==> config.mk <==
export PLATFORM = sky130hd
export DESIGN_NAME = oeo_buf_requester
export DESIGN_NICKNAME = d
export VERILOG_FILES = /design/src/rtl/oeo_buf_requester.sv
export SDC_FILE = /design/constraint.sdc
export NUM_CORES = 1
export LEC_CHECK = 0
export BUFFER_PORTS_ARGS = -buffer_cell sky130_fd_sc_hd__buf_2
export CAP_MARGIN = 40
export CORE_MARGIN = 4
export CORE_UTILIZATION = 35
export CTS_CLUSTER_SIZE = 10
export DETAILED_ROUTE_END_ITERATION = 10
export PLACE_DENSITY = 0.54
export SETUP_SLACK_MARGIN = 0.3
export SYNTH_ARGS = -nofsm -noshare
export SYNTH_HDL_FRONTEND = slang
export SYNTH_SLANG_ARGS = --single-unit
==> constraint.sdc <==
create_clock -name clk_i -period 7.1 [get_ports clk_i]
set_clock_uncertainty 0.1 [all_clocks]
set_input_delay 0.355 -clock clk_i [delete_from_list [all_inputs] [get_ports clk_i]]
set_output_delay 0.355 -clock clk_i [all_outputs]
set_load 0.05 [all_outputs]
==> src/rtl/oeo_buf_requester.sv <==
// oeo_buf_requester: recirculation buffer requester for one switch port
// Stores packets that lost speculative arbitration, issues one allocator
// request per stored packet, and replays the head packet when granted.
// Ports:
//   clk_i, rst_i           clock, synchronous active-low reset
//   in_valid_i/in_sop_i    recirculated word valid / first word of packet
//   in_dest_i, in_data_i   destination port (sampled on sop), packet word
//   req_valid_o/req_port_o one-cycle buffer request and its destination
//   grant_valid_i          buffer grant from the allocator
//   out_valid_o/out_sop_o  replayed word valid / first replayed word
//   out_dest_o/out_data_o  replayed packet destination and word
//   occupancy_o            committed packets stored
//   drop_count_o           dropped or aborted packets, saturating
module oeo_buf_requester #(
  parameter int PORTS = 4,
  parameter int SLOT_SIZE = 4,
  parameter int FIFO_DEPTH = 4,
  parameter int DATA_WIDTH = 32,
  localparam int PW = PORTS > 1 ? $clog2(PORTS) : 1,
  localparam int OW = $clog2(FIFO_DEPTH) + 1
) (
  input  logic                  clk_i,
  input  logic                  rst_i,
  input  logic                  in_valid_i,
  input  logic                  in_sop_i,
  input  logic [PW-1:0]         in_dest_i,
  input  logic [DATA_WIDTH-1:0] in_data_i,
  output logic                  req_valid_o,
  output logic [PW-1:0]         req_port_o,
  input  logic                  grant_valid_i,
  output logic                  out_valid_o,
  output logic                  out_sop_o,
  output logic [PW-1:0]         out_dest_o,
  output logic [DATA_WIDTH-1:0] out_data_o,
  output logic [OW-1:0]         occupancy_o,
  output logic [15:0]           drop_count_o
);
  localparam int SW = $clog2(SLOT_SIZE);
  localparam int AW = FIFO_DEPTH > 1 ? $clog2(FIFO_DEPTH) : 1;
  localparam logic [SW-1:0] LAST = SW'(SLOT_SIZE - 1);
  localparam logic [AW-1:0] PMAX = AW'(FIFO_DEPTH - 1);
  typedef enum logic [1:0] {S_IDLE, S_REQ, S_WAIT, S_SEND} state_t;
  logic [DATA_WIDTH-1:0] mem_q [FIFO_DEPTH][SLOT_SIZE];
  logic [PW-1:0] dst_q [FIFO_DEPTH];
  state_t state_q, state_d;
  logic act_q, act_d, disc_q, disc_d, commit_q, commit_d, we, pop, full;
  logic [SW-1:0] wcnt_q, wcnt_d, rcnt_q, rcnt_d, wa;
  logic [AW-1:0] wr_ptr_q, wr_ptr_d, rd_ptr_q, rd_ptr_d;
  logic [OW-1:0] occ_q, occ_d;
  logic [1:0] inc;
  logic [16:0] sum;
  logic [15:0] drop_q, drop_d;
  // act: storing a packet; disc: swallowing the rest of a packet dropped as full.
  // The committing packet is counted in the full check before occupancy shows it.
  always_comb begin
    act_d = act_q;
    disc_d = disc_q;
    wcnt_d = wcnt_q;
    wr_ptr_d = wr_ptr_q;
    commit_d = 1'b0;
    we = 1'b0;
    inc = 2'd0;
    full = (occ_q + OW'(commit_q)) >= OW'(FIFO_DEPTH);
    if (in_valid_i && in_sop_i) begin
      inc = {1'b0, act_q} + {1'b0, full};
      act_d = !full;
      disc_d = full;
      wcnt_d = SW'(1);
      we = !full;
    end else if (in_valid_i) begin
      if (act_q || disc_q) begin
        we = act_q;
        wcnt_d = wcnt_q == LAST ? '0 : wcnt_q + SW'(1);
        if (wcnt_q == LAST) begin
          act_d = 1'b0;
          disc_d = 1'b0;
          commit_d = act_q;
          wr_ptr_d = act_q ? (wr_ptr_q == PMAX ? '0 : wr_ptr_q + AW'(1)) : wr_ptr_q;
        end
      end
    end else begin
      inc = {1'b0, act_q};
      act_d = 1'b0;
      disc_d = 1'b0;
    end
    wa = in_sop_i ? '0 : wcnt_q;
    sum = {1'b0, drop_q} + 17'(inc);
    drop_d = sum[16] ? 16'hFFFF : sum[15:0];
  end
  always_comb begin
    state_d = state_q;
    rcnt_d = rcnt_q;
    rd_ptr_d = rd_ptr_q;
    pop = state_q == S_SEND && rcnt_q == LAST;
    occ_d = occ_q + OW'(commit_q) - OW'(pop);
    case (state_q)
      S_IDLE: state_d = occ_q != '0 ? S_REQ : S_IDLE;
      S_REQ:  state_d = S_WAIT;
      S_WAIT: begin
        state_d = grant_valid_i ? S_SEND : S_WAIT;
        rcnt_d = '0;
      end
      default: begin
        rcnt_d = pop ? '0 : rcnt_q + SW'(1);
        rd_ptr_d = pop ? (rd_ptr_q == PMAX ? '0 : rd_ptr_q + AW'(1)) : rd_ptr_q;
        state_d = !pop ? S_SEND : occ_d != '0 ? S_REQ : S_IDLE;
      end
    endcase
  end
  always_ff @(posedge clk_i) begin
    if (!rst_i) begin
      state_q <= S_IDLE;
      act_q <= 1'b0;
      disc_q <= 1'b0;
      commit_q <= 1'b0;
      wcnt_q <= '0;
      rcnt_q <= '0;
      wr_ptr_q <= '0;
      rd_ptr_q <= '0;
      occ_q <= '0;
      drop_q <= '0;
    end else begin
      state_q <= state_d;
      act_q <= act_d;
      disc_q <= disc_d;
      commit_q <= commit_d;
      wcnt_q <= wcnt_d;
      rcnt_q <= rcnt_d;
      wr_ptr_q <= wr_ptr_d;
      rd_ptr_q <= rd_ptr_d;
      occ_q <= occ_d;
      drop_q <= drop_d;
    end
  end
  always_ff @(posedge clk_i) begin
    if (rst_i && we) mem_q[wr_ptr_q][wa] <= in_data_i;
    if (rst_i && we && in_sop_i) dst_q[wr_ptr_q] <= in_dest_i;
  end
  assign req_valid_o = state_q == S_REQ;
  assign req_port_o = state_q == S_REQ ? dst_q[rd_ptr_q] : '0;
  assign out_valid_o = state_q == S_SEND;
  assign out_sop_o = state_q == S_SEND && rcnt_q == '0;
  assign out_dest_o = state_q == S_SEND ? dst_q[rd_ptr_q] : '0;
  assign out_data_o = state_q == S_SEND ? mem_q[rd_ptr_q][rcnt_q] : '0;
  assign occupancy_o = occ_q;
  assign drop_count_o = drop_q;
endmodule

==> impl_metrics.env, run 1 <==
export IMPL_dieHeight_um=259
export IMPL_synth_distinct_cells=51
export IMPL_rows=91
export IMPL_worstSetupEndpointType="output pin"
export IMPL_yosysWarnings=0
export IMPL_p_clk_share_pct=44.8
export IMPL_cp_depth=5
export IMPL_synth_seq_cells=554
export IMPL_setup_ws_ns=3.38
export IMPL_dp_cells=2119
export IMPL_grt_ovfl_total=0
export IMPL_die_w_um=259
export IMPL_worstMarginPinSlew_ns=0.983
export IMPL_r2r_setup_slack_ns=3.82
export IMPL_numCtsBuffers=66
export IMPL_wl_met1_um=22600
export IMPL_crit_required_ns=6.64
export IMPL_synth_top_area_cell="edfxtp_1"
export IMPL_crit_path_cell_trace="buf_4, mux4_1, nor2b_1, o32ai_1, buf_2"
export IMPL_place_ws_ns=3.83
export IMPL_vias=11300
export IMPL_grt_max_degree=113
export IMPL_hold_path_class="in -> reg"
export IMPL_power_leakage_nw=7.98
export IMPL_setup_tns_ns=0
export IMPL_outcome="completed"
export IMPL_clkSinkCount=554
export IMPL_critPathMaxFanout=40
export IMPL_worst_setup_path_type="reg -> out"
export IMPL_yosys_top_cells_area="edfxtp_1 (71%), mux2i_1 (8.9%), dfxtp_1 (3.1%)"
export IMPL_routed_wl_um=51100
export IMPL_async_flop_share_pct=0
export IMPL_rsz0062_at_grt="no"
export IMPL_total_power_mw=6.63
export IMPL_syn_area_um2=22000
export IMPL_worstReg2RegStart="occupancy_o[0]$_SDFF_PN0_"
export IMPL_slowest_delay_ns=0.69
export IMPL_drtPass1Iterations=4
export IMPL_core_area_um2=61900
export IMPL_root_buffer="clkbuf_16"
export IMPL_first_iter_violations=854
export IMPL_initial_utilization_pct=35.5
export IMPL_io_buffers=96
export IMPL_yosysSeqAreaShare_pct=74.1
export IMPL_synthToLayoutAreaGrowth_pct=15.1
export IMPL_critPathLaunchType="register"
export IMPL_max_freq_mhz=269
export IMPL_pwr_share_comb_pct=1.2
export IMPL_swShare_pct=18.9
export IMPL_clk_pin_slew_ns=0.05
export IMPL_reg2regPathDepth=12
export IMPL_antenna_left=0
export IMPL_relSlewSlack_pct=34.5
export IMPL_fin_cells=2215
export IMPL_antenna_found_initial=4
export IMPL_drc=0
export IMPL_cp_num_buf_inv=2
export IMPL_drv_cap=0
export IMPL_cts_tree="built"
export IMPL_yosysTopAreaCellShare_pct=71.0
export IMPL_path_delay_family="buffers and inverters"
export IMPL_crit_arrival_ns=3.26
export IMPL_cts_resized=0
export IMPL_fin_crit_ns=3.72
export IMPL_syn_area_per_cell_um2=18.0
export IMPL_h_tree_depth=3
export IMPL_io_pin_count=97
export IMPL_p_int_mw=5.37
export IMPL_p_seq_share_pct=54.0
export IMPL_ir_drop_uv=142
export IMPL_critPathCapture="out_data_o[6]"
export IMPL_routedWlPerCell_um=23.1
export IMPL_finalHoldViolCount=0
export IMPL_cp_slowest_cell="dfxtp_4"
export IMPL_top_layer="met5"
export IMPL_grt_usage_pct=15.1
export IMPL_synth_edf_count=520
export IMPL_fill_cells=5626
export IMPL_synthCells=1223
export IMPL_reg2reg_to="drop_count_o[13]$_SDFF_PN0_"
export IMPL_dr_wl_met3_um=2310
export IMPL_clock_path_buffers=3
export IMPL_period_share_pct=52.4
export IMPL_switchingPower_mw=1.25
export IMPL_grt_pass1_wl_um=75500
export IMPL_grt_pass1_vias=11600
export IMPL_setup_viol=0
export IMPL_wl_met2_um=25500
export IMPL_place_congestion=0.739
export IMPL_synth_nets=1282
export IMPL_dp_hpwl_um=26200
export IMPL_synthFlopType="edfxtp_1"
export IMPL_drt_vias_per_instance=5.09
export IMPL_fin_nets=1413
export IMPL_drive_gt1_share_pct=18.4
export IMPL_clk_latency_ns=0.57
export IMPL_power_density_nw_per_um2=262
export IMPL_die_area_um2=66900
export IMPL_slew_viol_final=0
==> layout make-up <==
cell class | count | area [um2] | area share, %
sequential | 554 | 16300 | 64.5
multi-input combinational | 582 | 5240 | 20.7
clock buffer | 84 | 1780 | 7.05
tap | 837 | 1050 | 4.14
timing repair buffer | 128 | 771 | 3.05
inverter | 22 | 82.6 | 0.327
clock inverter | 7 | 65.1 | 0.257
antenna | 1 | 2.50 | 0.00989
==> state kept, by name, indices dropped and copies added (netlist names), named ones only <==
signal / count
mem_q: 512
commit_q: 1
drop_count_o: 16
wcnt_q: 2
wr_ptr_q: 2
disc_q: 1
state_q: 2
occupancy_o: 3
rcnt_q: 2
rd_ptr_q: 2
act_q: 1
dst_q: 8
==> synthesized netlist by cell type, types with 18 or more instances <==
library cell,number
nand2_1,35
mux4_2,23
inv_1,21
mux2i_1,195
a22oi_1,78
and2_1,18
clkbuf_1,28
dfxtp_1,34
a21oi_1,26
ha_1,19
nor2_1,18
o21ai_0,24
edfxtp_1,520
nand3_1,30
==> metal layers <==
layer / vias to the layer above / track usage [%]
met3: 62 / 3.45
met1: 5858 / 19.9
met4: 4 / 2.89
met5: - / 0
li1: 5131 / -
met2: 229 / 25.9
==> power by group through the flow <==
stage          Clock [mW]  Combinational, mW  Sequential (mW)
2_1_floorplan           0             0.0183             3.65
3_3_place_gp            0             0.0715             3.65
3_5_place_dp            0             0.0749             3.65
4_1_cts              3.04             0.0770             3.58
5_1_grt              3.20             0.0848             3.58
6_report             2.97             0.0764             3.58
==> cell families (layout without fill, tap and decap cells) <==
kind of cell | count (synthesis) | after routing | share of synthesized area, %
flip-flops | 554 | 554 | 74.1
multiplexers | 233 | 233 | 13.0
AO/OA/AOI/OAI | 163 | 163 | 5.11
AND/OR/NAND/NOR | 155 | 155 | 3.76
buffers and inverters | 87 | 241 | 2.35
adder cells (fa/ha/maj) | 20 | 20 | 1.17
XOR/XNOR | 11 | 11 | 0.438
other | 0 | 1 | 0
==> repair_timing <==
| item | in CTS | in global routing |
|---|---|---|
| hold buffers | 4 | 0 |
| buffers inserted | 0 | 0 |
| hold endpoints to repair | 10 | 0 |
==> worst register-to-register path, stage by stage, from the launching register on <==
cell,delay (ns)
dfxtp_1,0.33
ha_1,0.20
ha_1,0.19
xor2_1,0.19
ha_1,0.30
nand3_1,0.05
o21ai_0,0.11
ha_1,0.21
inv_1,0.05
fa_1,0.49
nor4_4,0.50
nand2b_2,0.27
a31oi_1,0.20
==> how the worst min path moves through the flow <==
| stage | start | endpoint | slack (ns) | cells past startpoint |
|---|---|---|---|---|
| finish | in_data_i[27] | mem_q[1][91]$_DFFE_PP_ | 0.05 | 1 |
| global route | in_data_i[0] | mem_q[1][0]$_DFFE_PP_ | 0.03 | 1 |
| CTS | in_data_i[27] | mem_q[1][91]$_DFFE_PP_ | 0.007 | 1 |
| detailed placement | rd_ptr_q[1]$_SDFFE_PN0P_ | register | 0.37 | 2 |
| global placement | rd_ptr_q[1]$_SDFFE_PN0P_ | register | 0.36 | 2 |
| floorplan | in_dest_i[0] | dst_q[0][0]$_DFFE_PP_ | 0.35 | 0 |
==> placed cells by master, fill, tap and decap left out, types with 19 or more instances in the layout <==
cell       count
a21oi_1       26
a22oi_1       78
buf_2         96
buf_4         25
clkbuf_16     69
dfxtp_1       32
edfxtp_1     520
ha_1          19
inv_1         21
mux2i_1      195
mux4_2        23
nand2_1       34
nand3_1       30
o21ai_0       24
==> per-stage QoR <==
step           utilization, %  cell area [um2]  hold WS [ns]
2_1_floorplan               -            22000         0.354
3_3_place_gp             37.7            23400         0.357
3_5_place_dp             37.8            23400         0.374
4_1_cts                  40.8            25300       0.00750
5_1_grt                  40.8            25300        0.0260
6_report                 40.8            25300        0.0468
Power figures use the tool's default switching activity.
==> run 2, diff against run 1 <==
==> constraint.sdc (replaced) <==
create_clock -name clk_i -period 3.82 [get_ports clk_i]
set_clock_uncertainty 0.1 [all_clocks]
set_input_delay 0.191 -clock clk_i [delete_from_list [all_inputs] [get_ports clk_i]]
set_output_delay 0.191 -clock clk_i [all_outputs]
set_load 0.05 [all_outputs]
==> run 2 against run 1 <==
Compared with the run above: die area unchanged; setup slack got worse by 2.8 ns; cell count increased by 2.2%; routed wire length decreased by 1.6%; sequential power increased by 86%; critical path depth unchanged; critical path type unchanged.
==> impl_metrics.env, run 2 (synthesis gave the netlist of run 1 again) <==
export IMPL_outcome="completed"
export IMPL_post_cts_setup_buffers=0
export IMPL_grtUsageMet2_pct=24.6
export IMPL_place_ws_ns=0.619
export IMPL_final_util_pct=41.7
export IMPL_die_w_um=259
export IMPL_final_common_cell="edfxtp_1"
export IMPL_hold_depth=2
export IMPL_clk_pin_slew_ns=0.05
export IMPL_dp_hpwl_um=28500
export IMPL_routedWlPerCell_um=22.2
export IMPL_drtPass1Iterations=5
export IMPL_worstMarginPinSlew_ns=0.853
export IMPL_io_pin_count=97
export IMPL_largest_reg_flops=512
export IMPL_crit_required_ns=3.53
export IMPL_final_cell_mix="edfxtp_1 (520), mux2i_1 (195), buf_2 (96)"
export IMPL_rsz0062_at_grt="no"
export IMPL_initial_utilization_pct=35.5
export IMPL_antenna_found_initial=3
export IMPL_period_share_pct=85.3
export IMPL_clkSinkCount=554
export IMPL_ir_drop_uv=280
export IMPL_place_congestion=0.764
export IMPL_grt_busiest_layer="met2"
export IMPL_drv_cap=0
export IMPL_drt_vias_per_instance=5.04
export IMPL_rows=91
export IMPL_grt_max_degree=61
export IMPL_grt_pass1_vias=11800
export IMPL_cts_tree="built"
export IMPL_h_tree_depth=3
export IMPL_cts_resized=0
export IMPL_grt_ovfl_total=0
export IMPL_synthToLayoutAreaGrowth_pct=17.7
export IMPL_worstSetupEndpointType="output pin"
export IMPL_use_met3_pct=3.23
export IMPL_critPathLaunchType="register"
export IMPL_max_freq_mhz=307
export IMPL_cts_hold_fix_buffers=39
export IMPL_setup_viol=0
export IMPL_gr_usage_met1_pct=20.2
export IMPL_routed_wl_um=50200
export IMPL_reg2regPathDepth=12
export IMPL_clk_latency_ns=0.58
export IMPL_core_area_um2=61900
export IMPL_drive_gt1_share_pct=18.9
export IMPL_power_leakage_nw=8.22
export IMPL_grt_pass1_wl_um=75300
export IMPL_numCtsBuffers=67
export IMPL_finalHoldViolCount=0
export IMPL_relSlewSlack_pct=43.1
export IMPL_critPathMaxFanout=17
export IMPL_setup_ws_ns=0.563
export IMPL_slew_viol_final=0
export IMPL_fill_cells=5599
export IMPL_crit_arrival_ns=2.97
export IMPL_power_density_nw_per_um2=480
export IMPL_antenna_left=0
export IMPL_grt_usage_pct=14.9
export IMPL_holdWs_ns=0.283
export IMPL_die_area_um2=66900
export IMPL_first_iter_violations=864
export IMPL_hold_path_class="in -> reg"
export IMPL_setup_tns_ns=0
export IMPL_vias=11400
export IMPL_root_buffer="clkbuf_16"
export IMPL_io_buffers=96
export IMPL_worst_setup_path_type="reg -> out"
export IMPL_drc=0
export IMPL_clock_path_buffers=3
export IMPL_fin_crit_ns=3.26
export IMPL_fin_nets=1461
export IMPL_dieHeight_um=259
export IMPL_regMostFlops="mem_q"
-- run 2: path summary, 6_finish.rpt --
kind | startpoint | end | slack, ns
setup / recovery | rcnt_q[0]$_SDFFE_PN0N_ | out_data_o[4] | 0.56
hold / removal | in_dest_i[0] | dst_q[0][0]$_DFFE_PP_ | 0.28
setup reg to reg | occupancy_o[0]$_SDFF_PN0_ | drop_count_o[7]$_SDFF_PN0_ | 0.64
hold reg to reg | rd_ptr_q[1]$_SDFFE_PN0P_ | register | 0.39
-- run 2: layer usage --
metal / vias to the layer above / routed length, um
met5: - / 0
met4: 0 / 927
met3: 75 / 2330
met2: 261 / 24300
met1: 5836 / 22700
li1: 5236 / -
-- run 2: worst max-delay path, stage by stage, from the launching register on --
cell     delay [ns]
dfxtp_1        0.55
buf_4          0.40
inv_1          0.44
mux2i_1        0.22
o32ai_1        0.38
buf_2          0.39
-- run 2: final cells by class --
type / instances / area (um2) / share of cell area, %
tap: 837 / 1050 / 4.05
clock inverter: 7 / 81.3 / 0.315
timing repair buffer: 175 / 1310 / 5.06
clock buffer: 84 / 1790 / 6.93
inverter: 22 / 82.6 / 0.319
sequential: 554 / 16300 / 63.0
antenna: 2 / 5.00 / 0.0194
multi-input combinational: 582 / 5240 / 20.3
-- run 2: through the flow --
| stage | instances | area (um2) | total power, mW |
|---|---|---|---|
| final | 2263 | 25900 | 12.4 |
| after global routing | 2262 | 25900 | 12.8 |
| after CTS | 2261 | 25900 | 12.6 |
| after detailed placement | 2131 | 23600 | 6.92 |
| after global placement | 2131 | 23600 | 6.92 |
| after floorplan | 1223 | 22000 | 6.82 |
-- run 2: power breakdown --
group	switching, mW	leakage (nW)	internal [mW]
logic	0.117	2.35	0.0578
registers	0.00555	4.95	6.65
clock network	2.30	0.915	3.28
total	2.42	8.22	9.99
